File: config.mk
export PLATFORM = sky130hd
export DESIGN_NAME = step_dir_decoder
export DESIGN_NICKNAME = d
export VERILOG_FILES = /design/src/rtl/step_dir_decoder.sv
export SDC_FILE = /design/constraint.sdc
export NUM_CORES = 1
export LEC_CHECK = 0
export ABC_AREA = 1
export BUFFER_PORTS_ARGS = -buffer_cell sky130_fd_sc_hd__buf_2
export CORE_UTILIZATION = 56
export DETAILED_ROUTE_END_ITERATION = 8
export GPL_ROUTABILITY_DRIVEN = 0
export GPL_TIMING_DRIVEN = 1
export PLACE_DENSITY = 0.85
export RECOVER_POWER = 25
export SYNTH_ARGS = -nofsm -noshare
export SYNTH_HDL_FRONTEND = slang
export SYNTH_SLANG_ARGS = --single-unit
File: constraint.sdc
create_clock -name clock -period 3.7 [get_ports clock]
set_clock_uncertainty 0.15 [all_clocks]
set_input_delay 0.925 -clock clock [delete_from_list [all_inputs] [get_ports clock]]
set_output_delay 0.925 -clock clock [all_outputs]
set_load 0.005 [all_outputs]
File: src/rtl/step_dir_decoder.sv
// step_dir_decoder: rebuilds microstep position and turns from step/dir pins, with window rate and timing checks
module step_dir_decoder #(
  parameter int stepsPerRev    = 3200,
  parameter int minHighCycles  = 100,
  parameter int dirSetupCycles = 50,
  parameter int windowCycles   = 500_000
) (
  input  logic        clock,
  input  logic        reset,
  input  logic        step,
  input  logic        dir,
  input  logic        clear_pos,
  input  logic        err_clr,
  output logic [11:0] position,
  output logic [15:0] turns,
  output logic [15:0] steps_in_window,
  output logic        window_valid,
  output logic        err_width,
  output logic        err_setup
);
  localparam int WW = $clog2(minHighCycles + 1);
  localparam int SW = $clog2(dirSetupCycles + 1);
  localparam int CW = $clog2(windowCycles);
  typedef enum logic {IDLE, HIGH} state_t;
  state_t state;
  logic step_s1, step_s2, step_s3, dir_s1, dir_s2, dir_s3;
  logic ev, dir_chg, w_viol, s_viol, win_last;
  logic [WW-1:0] wcnt;
  logic [SW-1:0] scnt;
  logic [CW-1:0] wincnt;
  logic signed [15:0] acc, acc_next;
  logic signed [16:0] delta, sum;
  assign ev       = step_s2 & ~step_s3;
  assign dir_chg  = dir_s2 ^ dir_s3;
  assign w_viol   = (state == HIGH) && !step_s2 && (wcnt < WW'(minHighCycles - 1));
  assign s_viol   = (ev && (scnt < SW'(dirSetupCycles))) || (dir_chg && (state == HIGH));
  assign win_last = wincnt == CW'(windowCycles - 1);
  // net step contribution this cycle, saturated into the 16-bit accumulator
  always_comb begin
    delta    = ev ? (dir_s2 ? 17'sd1 : -17'sd1) : 17'sd0;
    sum      = acc + delta;
    acc_next = (sum[16] != sum[15]) ? (sum[16] ? 16'sh8000 : 16'sh7fff) : sum[15:0];
  end
  // two-flop synchronizers plus a third step flop for rising-edge detection
  always_ff @(posedge clock or negedge reset) begin
    if (!reset) begin
      {step_s3, step_s2, step_s1} <= '0;
      {dir_s3, dir_s2, dir_s1}    <= '0;
    end else begin
      {step_s3, step_s2, step_s1} <= {step_s2, step_s1, step};
      {dir_s3, dir_s2, dir_s1}    <= {dir_s2, dir_s1, dir};
    end
  end
  // high-width FSM; the event cycle counts as the first high cycle
  always_ff @(posedge clock or negedge reset) begin
    if (!reset) begin
      state     <= IDLE;
      wcnt      <= '0;
      err_width <= 1'b0;
    end else begin
      if (state == IDLE) begin
        if (ev) begin
          state <= HIGH;
          wcnt  <= '0;
        end
      end else if (step_s2) wcnt <= (wcnt == WW'(minHighCycles)) ? wcnt : wcnt + 1'b1;
      else state <= IDLE;
      err_width <= w_viol | (err_width & ~err_clr);
    end
  end
  // dir stability counter and sticky setup/hold flag
  always_ff @(posedge clock or negedge reset) begin
    if (!reset) begin
      scnt      <= '0;
      err_setup <= 1'b0;
    end else begin
      scnt      <= dir_chg ? '0 : (scnt == SW'(dirSetupCycles)) ? scnt : scnt + 1'b1;
      err_setup <= s_viol | (err_setup & ~err_clr);
    end
  end
  // absolute position with revolution wrap; clear wins over a same-cycle event
  always_ff @(posedge clock or negedge reset) begin
    if (!reset) begin
      position <= '0;
      turns    <= '0;
    end else if (clear_pos) begin
      position <= '0;
      turns    <= '0;
    end else if (ev && dir_s2) begin
      position <= (position == 12'(stepsPerRev - 1)) ? 12'd0 : position + 12'd1;
      turns    <= (position == 12'(stepsPerRev - 1)) ? turns + 16'd1 : turns;
    end else if (ev) begin
      position <= (position == 12'd0) ? 12'(stepsPerRev - 1) : position - 12'd1;
      turns    <= (position == 12'd0) ? turns - 16'd1 : turns;
    end
  end
  // measurement window: publish the accumulated net steps at terminal count
  always_ff @(posedge clock or negedge reset) begin
    if (!reset) begin
      wincnt          <= '0;
      acc             <= '0;
      steps_in_window <= '0;
      window_valid    <= 1'b0;
    end else begin
      wincnt          <= win_last ? '0 : wincnt + 1'b1;
      acc             <= win_last ? 16'sd0 : acc_next;
      steps_in_window <= win_last ? acc_next : steps_in_window;
      window_valid    <= win_last;
    end
  end
endmodule

==> results.py <==
metrics = {
    "clock_network": {
        "cts_root_buffer": "clkbuf_16",
        "clk_latency_ns": 0.36,
        "post_cts_buffers": 0,
        "cts_resized": 0,
        "cts.sinks": 102,
        "clk_pin_slew_worst_paths_ns": 0.08,
        "cts_tree": "yes",
        "cts_htree_levels": 3,
        "cts_inserted_buffers": 9,
        "clockBufferDepth": 2,
        "cts_hold_buffers": 0,
    },
    "placed_design": {
        "place_area_um2": 6830,
        "place_ws_ns": 0.544,
        "dp.final_hpwl_um": 10100,
        "port_buffers": 52,
        "dp.cells": 1023,
    },
    "timing": {
        "setup_viol": 0,
        "fin_ws_ns": 0.529,
        "drv_slew": 0,
        "max_freq_mhz": 315,
        "slew-limit-headroom": 0.140,
        "hold_viol_final": 0,
        "tightest_slew_ns": 1.29,
        "timing.final.crit_share": 0.857,
        "rsz0062_at_grt": "no",
        "post-route-min-period_ns": 3.17,
        "setup_tns_ns": 0,
    },
    "grt": {
        "antenna_found_initial": 0,
        "overflow": 0,
        "grt_pass1_vias": 5220,
        "grt_pass1_wl_um": 23900,
        "grt_usage": 0.256,
        "grt_start_max_net_pins": 53,
    },
    "detailed_routing": {
        "wl_met1_um": 6690,
        "highest_layer": "met4",
        "met3_length_um": 616,
        "antenna_left": 0,
        "dr_wl_met2_um": 6410,
        "avgViaCountPerCell": 5.48,
        "wire_per_inst_um": 13.4,
        "route.detailed.drc": 0,
        "drt-total-wl_um": 13900,
        "drt_first_pass_iters": 6,
        "first_iter_violations": 406,
        "via_count": 5698,
    },
    "cells_and_area": {
        "final_util": 0.646,
        "n_antenna_cell": 0,
        "fin_cells": 1039,
        "final_nets": 926,
        "final_common_cell": "nand2_1",
        "final_cell_mix": "215 x nand2_1, 102 x dfrtp_1, 93 x inv_1, 76 x nor2_1, 51 x buf_2",
        "syn2layout_area_growth_pct": 10.3,
        "stdcell_area_um2": 7130,
        "drive_gt1_frac": 0.146,
    },
    "floorplan": {
        "start_util": 0.586,
        "fp.dieW_um": 109,
        "core_um2": 11000,
        "die_height_um": 109,
        "dieArea_um2": 12000,
        "rows": 38,
        "ios": 53,
    },
    "worst_setup_path": {
        "cp_max_fo": 30,
        "timing.critical_path.to": "acc[9]$_DFF_PN0_",
        "cp-end-kind": "flip-flop",
        "r2r_cells": 19,
        "crit_required_ns": 3.82,
        "reg2reg_to": "acc[9]$_DFF_PN0_",
        "rrSetupSlack_ns": 0.53,
        "reg2reg_from": "step_s2$_DFF_PN0_",
        "worstSetupPathType": "flip-flop to flip-flop",
        "cp-start-kind": "flip-flop",
        "crit_arrival_ns": 3.29,
        "startpoint": "step_s2$_DFF_PN0_",
    },
    "pwr": {
        "power_frac_comb": 0.453,
        "p_seq_frac": 0.338,
        "leakage_uw": 0.00378,
        "internal_power_uw": 2570,
        "power_density_nw_per_um2": 639,
        "swShare": 0.437,
        "switchingPower_uw": 1990,
        "clkPwrFrac": 0.209,
        "peakVddDrop_mv": 0.393,
    },
    "outcome": {
        "status": "complete, no violations",
    },
    "yosys": {
        "synth-edff-count": 0,
        "syn-num-nets": 873,
        "postSynth.asyncResetShare": 1.00,
        "synth_flop_cell": "dfrtp_1",
        "synth_cells": 841,
        "syn_area_um2": 6460,
        "yosysWarnings": 0,
        "seq_area_frac_synth": 0.395,
        "avgSynthCellArea_um2": 7.68,
        "synth_seq_cells": 102,
        "synth_cell_types": 57,
    },
    "flow_run": {
        "max_cap_violations": 0,
    },
    "hold_path": {
        "hold_path_class": "flip-flop to flip-flop",
    },
}
[how the worst min path moves through the flow]
stage | slack, ns | cells after the start | end | start
2_1_floorplan | 0.18 | 0 | dir_s2$_DFF_PN0_ | dir_s1$_DFF_PN0_
6_report | 0.23 | 0 | dir_s2$_DFF_PN0_ | dir_s1$_DFF_PN0_
3_5_place_dp | 0.22 | 0 | dir_s2$_DFF_PN0_ | dir_s1$_DFF_PN0_
5_1_grt | 0.24 | 0 | dir_s2$_DFF_PN0_ | dir_s1$_DFF_PN0_
4_1_cts | 0.25 | 0 | dir_s2$_DFF_PN0_ | dir_s1$_DFF_PN0_
3_3_place_gp | 0.23 | 0 | step_s2$_DFF_PN0_ | step_s1$_DFF_PN0_
[synthesized netlist by cell type, types with 3 or more instances]
cell,n,area (µm²)
a41oi_1,4,35.0
nand2_4,4,45.0
a22oi_1,3,22.5
a31oi_1,4,25.0
nand4_1,12,75.1
inv_1,93,349
dfrtp_1,102,2550
nand3_2,4,40.0
o21ai_0,44,220
buf_6,3,33.8
xnor2_1,9,78.8
a21oi_1,46,230
nor3b_1,5,37.5
clkbuf_1,9,33.8
o41ai_1,4,35.0
o22ai_1,6,37.5
nor2_1,76,285
a21oi_2,4,35.0
xor2_1,27,236
o21a_1,3,22.5
and3_1,3,18.8
o31ai_1,5,37.5
nand2_2,25,156
nor4_1,5,31.3
nor3_1,18,90.1
ha_1,25,313
nand2_1,215,807
nand3_1,41,205
nor2_4,3,33.8
inv_2,6,22.5
[state kept, by name, indices dropped and copies added (netlist names), 6 cells and up]
signal	flops
scnt	6
turns	16
wincnt	19
steps_in_window	16
acc	16
wcnt	7
position	12
[metal layers]
metal,GRT usage,vias to the layer above
li1,-,2874
met1,0.347,2666
met2,0.419,141
met3,0.0350,17
met4,0.0943,0
met5,0,-
[critical path: stages (launching register included)]
cell and delay (ns):
dfrtp_1 0.52, nand2_4 0.15, nor2_8 0.26, nand2_2 0.11, nand2_1 0.08, inv_1 0.04, ha_1 0.18, inv_1 0.05
nand2_1 0.07, nand2_1 0.08, nand2_2 0.07, nand2_1 0.08, nand2_2 0.07, nand2_1 0.10, nand2_1 0.06, nand2_1 0.07
nand2_2 0.08, inv_2 0.08, nand3_2 0.43, a21oi_1 0.34
[final cells by class]
cell class / count / area [µm²]
Clock buffer: 9 / 225
Clock inverter: 7 / 71.3
Fill cell: 963 / 3900
Inverter: 100 / 378
Multi-Input combinational cell: 623 / 3420
Sequential cell: 102 / 2550
Tap cell: 140 / 175
Timing Repair Buffer: 58 / 305
[stage by stage]
stage / hold slack (ns) / total power [µW]
floorplan: 0.181 / 3150
finish: 0.227 / 4560
detailed placement: 0.224 / 3570
global route: 0.240 / 4920
global placement: 0.232 / 3520
CTS: 0.249 / 4550
[cell families (layout without fill, tap and decap cells)]
| group | count (synthesis) | after routing | share of synthesized area |
|---|---|---|---|
| adder cells (fa/ha/maj) | 26 | 26 | 0.0515 |
| XOR/XNOR | 36 | 36 | 0.0488 |
| AO/OA/AOI/OAI | 141 | 141 | 0.132 |
| flip-flops | 102 | 102 | 0.395 |
| buffers and inverters | 116 | 174 | 0.0763 |
| AND/OR/NAND/NOR | 420 | 420 | 0.296 |
[power by group through the flow]
stage | clock network (µW) | logic, µW | registers, µW
6_report | 952 | 2060 | 1540
3_3_place_gp | 0 | 1970 | 1550
5_1_grt | 1010 | 2340 | 1570
3_5_place_dp | 0 | 2020 | 1550
2_1_floorplan | 0 | 1640 | 1510
4_1_cts | 976 | 2040 | 1530
No activity file was read; power rests on OpenSTA's default activity.
